$ cat config.mk
export PLATFORM = sky130hd
export DESIGN_NAME = mem_axi_wr
export DESIGN_NICKNAME = d
export VERILOG_FILES = /design/src/rtl/mem_axi_wr_pkg.sv /design/src/rtl/wbeat_lane_sel.sv /design/src/rtl/mem_axi_wr.sv
export SDC_FILE = /design/constraint.sdc
export NUM_CORES = 1
export LEC_CHECK = 0
export ABC_AREA = 0
export CORE_ASPECT_RATIO = 0.8
export CORE_MARGIN = 2
export CORE_UTILIZATION = 50
export CTS_BUF_LIST = sky130_fd_sc_hd__clkbuf_2
export CTS_CLUSTER_DIAMETER = 60
export CTS_CLUSTER_SIZE = 25
export DETAILED_ROUTE_END_ITERATION = 7
export PLACE_DENSITY = 0.73
export SLEW_MARGIN = 20
export SYNTH_ARGS = -nofsm -noshare
export SYNTH_HDL_FRONTEND = slang
export SYNTH_HIERARCHICAL = 1
export SYNTH_SLANG_ARGS = --single-unit
$ cat constraint.sdc
create_clock -name mem_clk -period 9.7 [get_ports mem_clk]
set_input_delay 0.97 -clock mem_clk [delete_from_list [all_inputs] [get_ports mem_clk]]
set_output_delay 0.97 -clock mem_clk [all_outputs]
set_load 0.05 [all_outputs]
$ cat src/rtl/mem_axi_wr_pkg.sv
// Shared types and constants for the TX write-data unpacker.
// Imported by the lane selector and the unpacker top.
package mem_axi_wr_pkg;

  typedef enum logic [1:0] {
    ST_IDLE  = 2'd0,
    ST_LOAD  = 2'd1,
    ST_SHIFT = 2'd2,
    ST_DRAIN = 2'd3
  } state_e;

  localparam logic [1:0] BTYPE_FIXED = 2'd0;
  localparam logic [1:0] BTYPE_INCR  = 2'd1;
  localparam logic [1:0] BTYPE_WRAP  = 2'd2;

  localparam logic [7:0] PAD_BYTE = 8'hFF;

endpackage

$ cat src/rtl/wbeat_lane_sel.sv
// Picks the active byte lanes of one write beat and pads
// strobed-off bytes; inactive lanes are zeroed.
module wbeat_lane_sel
  import mem_axi_wr_pkg::*;
#(
  parameter int NB = 4
) (
  input  logic [3:0]      base_i,
  input  logic [4:0]      sz_i,
  input  logic [3:0]      off_i,
  input  logic [8:0]      beat_idx_i,
  input  logic [NB-1:0]   strb_i,
  input  logic [NB*8-1:0] data_i,
  output logic [3:0]      start_o,
  output logic [4:0]      cnt_o,
  output logic [NB*8-1:0] bytes_o
);

  localparam logic [3:0] MSK = 4'(NB - 1);

  logic       first;
  logic [3:0] rel;

  always_comb begin
    first   = (beat_idx_i == 9'd0);
    start_o = first ? ((base_i + off_i) & MSK) : base_i;
    cnt_o   = first ? (sz_i - {1'b0, off_i}) : sz_i;
    bytes_o = '0;
    rel     = '0;
    for (int j = 0; j < NB; j++) begin
      rel = (4'(j) - start_o) & MSK;
      if ({1'b0, rel} < cnt_o)
        bytes_o[j*8 +: 8] = strb_i[j] ? data_i[j*8 +: 8]
                                      : PAD_BYTE;
    end
  end

endmodule

$ cat src/rtl/mem_axi_wr.sv
// AXI write-data unpacker: serialises enabled byte lanes of
// each beat into a little-endian 16-bit halfword stream.
module mem_axi_wr
  import mem_axi_wr_pkg::*;
#(
  parameter int SLV_AXI_DATA_WIDTH  = 32,
  parameter int MEM_FIFO_DATA_WIDTH = 16
) (
  input  logic                            mem_clk,
  input  logic                            reset_n,
  input  logic                            wr_start,
  input  logic [3:0]                      wr_addr_lsb,
  input  logic [7:0]                      wr_xfer_axi_len,
  input  logic [1:0]                      wr_xfer_btype,
  input  logic [2:0]                      wr_xfer_bsize,
  input  logic                            wr_err,
  input  logic                            mem_illegal_instrn_err,
  input  logic                            slv_mem_wdata_valid,
  input  logic [SLV_AXI_DATA_WIDTH-1:0]   slv_mem_wdata,
  input  logic [SLV_AXI_DATA_WIDTH/8-1:0] slv_mem_wstrb,
  input  logic                            slv_mem_wlast,
  output logic                            mem_slv_wdata_ack,
  output logic                            mem_16bit_wdata_valid,
  output logic [MEM_FIFO_DATA_WIDTH-1:0]  mem_16bit_wdata,
  output logic                            mem_16bit_wdata_last,
  input  logic                            mem_16bit_wdata_ack,
  output logic                            wr_done,
  output logic                            wr_len_err
);

  localparam int         NB  = SLV_AXI_DATA_WIDTH / 8;
  localparam logic [3:0] MSK = 4'(NB - 1);

  state_e            state_q, state_d;
  logic [3:0]        off_q, base_q;
  logic [4:0]        sz_q;
  logic [7:0]        len_q;
  logic [1:0]        btype_q;
  logic [8:0]        beat_cnt_q, cnt_d;
  logic [NB*8-1:0]   data_q;
  logic [NB-1:0]     strb_q;
  logic [4:0]        pos_q;
  logic [7:0]        carry_q;
  logic              carry_vld_q;
  logic              done_q, done_d;
  logic              len_err_q, len_err_d;

  logic [4:0]        sz_s, szm1_s;
  logic [3:0]        start;
  logic [4:0]        cnt;
  logic [NB*8-1:0]   bytes;
  logic [8:0]        len1;
  logic              final_b, two, hw_ok;
  logic [4:0]        rem, take, rem_after;
  logic [3:0]        ln0, ln1, ln2;
  logic [7:0]        b0, b1, b2, stash;
  logic [15:0]       hw;
  logic              hw_last, out_vld, fire;
  logic              xfer_end, beat_end, drain_more, ack;

  function automatic logic [7:0] lane_byte(
    input logic [NB*8-1:0] v,
    input logic [3:0]      ln
  );
    lane_byte = 8'h00;
    for (int j = 0; j < NB; j++)
      if (4'(j) == ln) lane_byte = v[j*8 +: 8];
  endfunction

  wbeat_lane_sel #(.NB(NB)) u_sel (
    .base_i     (base_q),
    .sz_i       (sz_q),
    .off_i      (off_q),
    .beat_idx_i (beat_cnt_q - 9'd1),
    .strb_i     (strb_q),
    .data_i     (data_q),
    .start_o    (start),
    .cnt_o      (cnt),
    .bytes_o    (bytes)
  );

  always_comb begin
    sz_s    = 5'd1 << wr_xfer_bsize;
    szm1_s  = sz_s - 5'd1;
    len1    = {1'b0, len_q} + 9'd1;
    final_b = (beat_cnt_q == len1);
    rem     = cnt - pos_q;
    ln0     = (start + pos_q[3:0]) & MSK;
    ln1     = (ln0 + 4'd1) & MSK;
    ln2     = (ln0 + 4'd2) & MSK;
    b0      = lane_byte(bytes, ln0);
    b1      = lane_byte(bytes, ln1);
    b2      = lane_byte(bytes, ln2);
    two     = !carry_vld_q && (rem >= 5'd2);
    hw_ok   = carry_vld_q || two || final_b;
    take    = two ? 5'd2 : 5'd1;
    rem_after = rem - take;
    if (carry_vld_q)  hw = {b0, carry_q};
    else if (two)     hw = {b1, b0};
    else              hw = {PAD_BYTE, b0};
    hw_last  = final_b && (rem_after == 5'd0);
    out_vld  = (state_q == ST_SHIFT) && hw_ok;
    fire     = out_vld && mem_16bit_wdata_ack;
    xfer_end = fire && hw_last;
    // a lone non-final byte is parked in carry without output
    beat_end = (state_q == ST_SHIFT) &&
               (fire ? (rem_after == 5'd0 ||
                        (rem_after == 5'd1 && !final_b))
                     : !hw_ok);
    stash    = !hw_ok ? b0 : (carry_vld_q ? b1 : b2);
    drain_more = (state_q == ST_DRAIN) && (beat_cnt_q != len1);
    ack = slv_mem_wdata_valid &&
          (state_q == ST_LOAD || (beat_end && !final_b) ||
           drain_more);
    cnt_d     = beat_cnt_q + {8'd0, ack};
    len_err_d = ack &&
                (slv_mem_wlast != (beat_cnt_q == {1'b0, len_q}));
    done_d    = xfer_end ||
                (state_q == ST_DRAIN && cnt_d == len1);
  end

  always_ff @(posedge mem_clk or negedge reset_n) begin
    if (!reset_n) state_q <= ST_IDLE;
    else          state_q <= state_d;
  end

  always_comb begin
    state_d = state_q;
    unique case (state_q)
      ST_IDLE:
        if (wr_start) state_d = wr_err ? ST_DRAIN : ST_LOAD;
      ST_LOAD:
        if (mem_illegal_instrn_err) state_d = ST_DRAIN;
        else if (ack)               state_d = ST_SHIFT;
      ST_SHIFT:
        if (xfer_end)                    state_d = ST_IDLE;
        else if (mem_illegal_instrn_err) state_d = ST_DRAIN;
        else if (beat_end && !ack)       state_d = ST_LOAD;
      ST_DRAIN:
        if (cnt_d == len1) state_d = ST_IDLE;
      default: state_d = ST_IDLE;
    endcase
  end

  always_comb begin
    mem_slv_wdata_ack     = ack;
    mem_16bit_wdata_valid = out_vld;
    mem_16bit_wdata       = out_vld ? hw : '0;
    mem_16bit_wdata_last  = out_vld && hw_last;
    wr_done               = done_q;
    wr_len_err            = len_err_q;
  end

  always_ff @(posedge mem_clk or negedge reset_n) begin
    if (!reset_n) begin
      off_q       <= '0;
      base_q      <= '0;
      sz_q        <= '0;
      len_q       <= '0;
      btype_q     <= '0;
      beat_cnt_q  <= '0;
      data_q      <= '0;
      strb_q      <= '0;
      pos_q       <= '0;
      carry_q     <= '0;
      carry_vld_q <= 1'b0;
      done_q      <= 1'b0;
      len_err_q   <= 1'b0;
    end else begin
      done_q    <= done_d;
      len_err_q <= len_err_d;
      if (state_q == ST_IDLE && wr_start) begin
        off_q       <= wr_addr_lsb & szm1_s[3:0];
        base_q      <= wr_addr_lsb & MSK & ~szm1_s[3:0];
        sz_q        <= sz_s;
        len_q       <= wr_xfer_axi_len;
        btype_q     <= wr_xfer_btype;
        beat_cnt_q  <= '0;
        pos_q       <= '0;
        carry_vld_q <= 1'b0;
      end else begin
        beat_cnt_q <= cnt_d;
        if (state_q == ST_SHIFT) begin
          if (beat_end) begin
            if (btype_q != BTYPE_FIXED)
              base_q <= (base_q + sz_q[3:0]) & MSK;
            if (!hw_ok || rem_after == 5'd1) begin
              carry_q     <= stash;
              carry_vld_q <= 1'b1;
            end else begin
              carry_vld_q <= 1'b0;
            end
          end else if (fire) begin
            pos_q       <= pos_q + take;
            carry_vld_q <= 1'b0;
          end
        end
        if (ack && state_q != ST_DRAIN) begin
          data_q <= slv_mem_wdata;
          strb_q <= slv_mem_wstrb;
          pos_q  <= '0;
        end
      end
    end
  end

endmodule

Yosys cells after proc, flatten, opt, wreduce, memory -nomap -nowiden
Index checks and enable logic that the tools add are counted.
Storage, ports and cells
  bits in registers: 84
  input port bits: 61
Operators by class
  add/sub/neg operators: 17
  magnitude comparators: 5
  equality and inequality tests: 24
  shift operators: 1
  muxes and demuxes: 53
  bitwise logic cells: 4
  reductions and logical operators: 46
Operators with widths (count)
  $mux W8: 22
  $mux W16: 3
  $mux W5: 6
  $mux W2: 14
  $lt A2 B5 Y1: 4
  $eq A9 B9 Y1: 2
  $logic_and A1 B1 Y1: 16
  $eq A2 B2 Y1 const A: 6
  $logic_not A4 Y1: 3
  $add A8 B1 Y9 const B: 1
  $add A9 B1 Y9: 1
  $eq A9 B8 Y1: 1
  $logic_not A9 Y1: 1
  $mux W9: 1
  $ne A9 B9 Y1: 1
  $reduce_bool A3 Y1: 3
  $sub A9 B1 Y9 const B: 1
  $pmux W2 S4: 1
  $reduce_and A4 Y1: 2
  $reduce_bool A2 Y1: 4
  $logic_or A1 B1 Y1: 7
  $add A2 B2 Y2: 3
  $eq A1 B2 Y1 const A: 3
  $mux W1: 6
  other kinds (29): 38

Longest topological paths before layout
  depth in word-level cells: 23
  depth in mapped cells: 40
  mapped depth without buffers: 36

Hierarchy
Netlist, hierarchy kept.
Modules (own cells, without submodules)
  mem_axi_wr: times used 1, cells an instance 581, area each 5529.1 um^2, sequential area each 2102.0 um^2
  wbeat_lane_sel: times used 1, cells an instance 144, area each 934.6 um^2, sequential area each 0.0 um^2

Worst setup path after synthesis
OpenSTA, ideal clock, no wires.
  path type: register to register
  from: reg beat_cnt_q[4]
  to: reg done_q (netlist: wr_done)
  setup time: 118 ps
  data arrival time: 9224 ps
  setup slack: 357 ps
  stages on the path, launching flop included: 39
  buffers on the path: 4
  clock period less this slack: 9343 ps
  cell sequence: dfrtp_1 -> buf_2 -> or4_1 -> nor4_1 -> xor2_1 -> or4_1 -> buf_2 -> or3_4 -> buf_2 -> nand2_1 -> o21ai_0 -> inv_1 -> ha_1 -> inv_1 -> fa_1 -> a21o_1 -> a21oi_1 -> xnor2_1 -> (+3 left out) -> ha_1 -> inv_1 -> fa_1 -> xor2_1 -> nand3b_1 -> nor3_2 -> o21ai_0 -> a221oi_1 -> ha_1 -> ha_1 -> nand4_1 -> or3_1 -> and2_1 -> xor2_1 -> o211a_1 -> o21ai_0 -> nor2_1 -> a21o_1
On the way
  longest elaborated chain between the ends: 21
Ends and longest elaborated chain
  from (decl): line mem_axi_wr.sv:39  | logic [8:0] beat_cnt_q, cnt_d;
  from (signal assigned): line mem_axi_wr.sv:182  | beat_cnt_q <= cnt_d;
  $sub A9 B1 Y9 (*): line mem_axi_wr.sv:74  | .beat_idx_i (beat_cnt_q - 9'd1),
  $logic_not A9 Y1 (*): line wbeat_lane_sel.sv:25  | first = (beat_idx_i == 9'd0);
  $mux W5 (*): line wbeat_lane_sel.sv:27  | cnt_o = first ? (sz_i - {1'b0, off_i}) : sz_i;
  via cnt[0]: line mem_axi_wr.sv:50  | logic [4:0] cnt;
  $sub A5 B5 Y5 (*): line mem_axi_wr.sv:87  | rem = cnt - pos_q;
  $ge A5 B2 Y1: line mem_axi_wr.sv:94  | two = !carry_vld_q && (rem >= 5'd2);
  $logic_and A1 B1 Y1: line mem_axi_wr.sv:94
  $mux W2: line mem_axi_wr.sv:96  | take = two ? 5'd2 : 5'd1;
  (+7 left out)
  $logic_or A1 B1 Y1 (*) (2 in a row): line mem_axi_wr.sv:113  | (state_q == ST_LOAD || (beat_end && !final_b) ||
  $logic_and A1 B1 Y1 (*): line mem_axi_wr.sv:112  | ack = slv_mem_wdata_valid &&
  via mem_slv_wdata_ack: line mem_axi_wr.sv:22  | output logic mem_slv_wdata_ack,
  $add A9 B1 Y9 (*): line mem_axi_wr.sv:115  | cnt_d = beat_cnt_q + {8'd0, ack};
  $eq A9 B9 Y1 (*): line mem_axi_wr.sv:119  | (state_q == ST_DRAIN && cnt_d == len1);
  $logic_and A1 B1 Y1 (*): line mem_axi_wr.sv:119
  $logic_or A1 B1 Y1 (*): line mem_axi_wr.sv:118  | done_d = xfer_end ||
  via done_d: line mem_axi_wr.sv:45  | logic done_q, done_d;
  to (signal assigned): line mem_axi_wr.sv:170  | done_q <= done_d;
  to (decl): line mem_axi_wr.sv:45
Mark *: on every way through the listed nets, which the timed path passes. The rest lies on a longest branch.
A chain may end at the register's enable or synchronous reset.

Worst setup path after layout
  from: reg beat_cnt_q[4]
  to: out mem_slv_wdata_ack
On the way
  longest elaborated chain between the ends: 17
Ends and longest elaborated chain
  $sub A9 B1 Y9 (*): line mem_axi_wr.sv:74
  $logic_not A9 Y1 (*): line wbeat_lane_sel.sv:25
  $mux W5 (*): line wbeat_lane_sel.sv:27
  via cnt[0]: line mem_axi_wr.sv:50
  $sub A5 B5 Y5 (*): line mem_axi_wr.sv:87
  $ge A5 B2 Y1: line mem_axi_wr.sv:94
  $logic_and A1 B1 Y1: line mem_axi_wr.sv:94
  $mux W2: line mem_axi_wr.sv:96
  $sub A5 B2 Y5: line mem_axi_wr.sv:97  | rem_after = rem - take;
  $eq A5 B1 Y1: line mem_axi_wr.sv:108  | (rem_after == 5'd1 && !final_b))
  $logic_and A1 B1 Y1: line mem_axi_wr.sv:108
  $logic_or A1 B1 Y1: line mem_axi_wr.sv:107  | (fire ? (rem_after == 5'd0 ||
  $mux W1 (*): line mem_axi_wr.sv:107
  $logic_and A1 B1 Y1 (*): line mem_axi_wr.sv:106  | beat_end = (state_q == ST_SHIFT) &&
  $logic_and A1 B1 Y1 (*): line mem_axi_wr.sv:113
  $logic_or A1 B1 Y1 (*) (2 in a row): line mem_axi_wr.sv:113
  $logic_and A1 B1 Y1 (*): line mem_axi_wr.sv:112
  to (decl): line mem_axi_wr.sv:22
Marks and branches as above.

==> impl_metrics.json <==
{
  "synth_cells": 722,
  "cts_tree": "built",
  "areaGrowthSynthToFinish_pct": 15.5,
  "layout_common_cells": "dfrtp_1 (84), nand2_1 (83), clkdlybuf4s50_1 (80)",
  "min_path_type": "in2async",
  "rsz0062_at_grt": "false",
  "fmax_ghz": 0.108,
  "clk_pin_slew_ns": 0.29,
  "routabilityCongestion": 0.952,
  "r2r_slack_ns": 0.73,
  "critPathBufInv": 4,
  "drcViolationCount": 0,
  "boundaryPins": 82,
  "grt_max_degree": 44,
  "setup_tns_ns": 0,
  "post_cts_buffers": 0,
  "core-area_sq_mm": 0.0127,
  "cts_hold_buf": 0,
  "grt_pass1_vias": 5037,
  "crit_top_cell": "inv_1",
  "cp.required_ns": 8.73,
  "critical-path-max-stage-delay_ns": 0.92,
  "dr.pass1.iters": 5,
  "worst_pin_slew_ns": 0.764,
  "slew_viol_final": 0,
  "clockBufferDepth": 2,
  "skew_ns": 0.0307,
  "synth_warnings": 6,
  "dpl_cell_area_sq_mm": 0.00732,
  "nets": 865,
  "wirelength_um": 16200,
  "rows": 37,
  "h-tree-depth": 3,
  "clock_sinks": 84,
  "routed_via_density": 5.66,
  "cts_buffers": 9,
  "finalHoldViolCount": 0,
  "setup_slack_ns": 0.442,
  "critPathKind": "reg2out",
  "setup_viol": 0,
  "critPathTopFamily": "simple AND/OR/NAND/NOR gates",
  "crit_fanout": 13,
  "cts-root-buf": "clkbuf_2",
  "grt_overflow": 0,
  "clk_latency_ns": 0.63,
  "period_share_pct": 95.4,
  "fp.dieH_um": 106,
  "layout_commonest_cell": "dfrtp_1",
  "io_buffers": 81,
  "crit_arrival_ns": 8.29,
  "place_ws_ns": 0.883,
  "cts-resized-gates": 0,
  "die_area_sq_mm": 0.0138,
  "postRouteAntennaNets": 0,
  "fin_crit_ns": 9.26,
  "netlist_area_sq_mm": 0.00645,
  "end_kind": "output port",
  "hpwl_um": 12600,
  "status": "finished, final reports clean",
  "final_area_sq_mm": 0.00745,
  "start_kind": "flop",
  "num_antenna_cells": 0,
  "grt_usage_pct": 24.3,
  "drt_iter0_markers": 405,
  "drive_above_1_share_pct": 12.9,
  "max-slew-margin-rel_pct": 48.9,
  "dr_total_vias": 5418,
  "die_x_um": 131,
  "slowest_stage": "clkdlybuf4s50_1",
  "antenna_found_initial": 0,
  "syn_nets": 810,
  "cap_violations": 0,
  "grt_pass1_wl_um": 26000,
  "wl_per_cell_um": 16.9,
  "initial_core_util_pct": 50.6,
  "synth_area_per_cell_sq_um": 8.93
}
state kept, by name (all words and copies together), names as in the netlist:
| register | cells |
|---|---|
| beat_cnt_q | 9 |
| wr_done | 1 |
| sz_q | 5 |
| pos_q | 5 |
| base_q | 2 |
| off_q | 4 |
| data_q | 32 |
| carry_vld_q | 1 |
| len_q | 8 |
| strb_q | 4 |
| wr_len_err | 1 |
| carry_q | 8 |
| btype_q | 2 |
| state_q | 2 |
path summary, 6_finish.rpt:
| kind | start | to | cells after the start |
|---|---|---|---|
| setup / recovery | beat_cnt_q[4] | mem_slv_wdata_ack | 25 |
| hold / removal | reset_n | strb_q[1] | 1 |
| setup reg to reg | beat_cnt_q[4] | wr_done | 34 |
| hold reg to reg | off_q[3] | off_q[3] | 2 |
| max in group asynchronous | reset_n | carry_q[3] | 2 |
| min in group mem_clk | off_q[3] | off_q[3] | 2 |
stage by stage:
stage | util (%) | std cells | hold slack, ns
finish | 58.5 | 957 | 0.273
global route | 58.5 | 957 | 0.229
CTS | 58.4 | 956 | 0.250
detailed placement | 57.5 | 940 | 0.462
global placement | 57.5 | 940 | 0.459
floorplan | - | 722 | 0.439
final cells by class:
type,count,area [sq um]
clock buffers,9,45.0
clock inverters,7,78.8
fillers,1103,5280
inverters,73,274
multi-input cells,520,3860
flip-flops and latches,84,2100
well taps,175,219
repair buffers,89,866
per-layer routing:
metal | GRT usage, % | share of wire (%)
met5 | 0 | 0
met1 | 38.1 | 50
met4 | 6.16 | 1.2
met3 | 5.74 | 6.8
met2 | 33.3 | 42
Power is left out: the tool's default activity adds up to more than one toggle a clock period on the data nets, which glitch-free logic cannot reach.
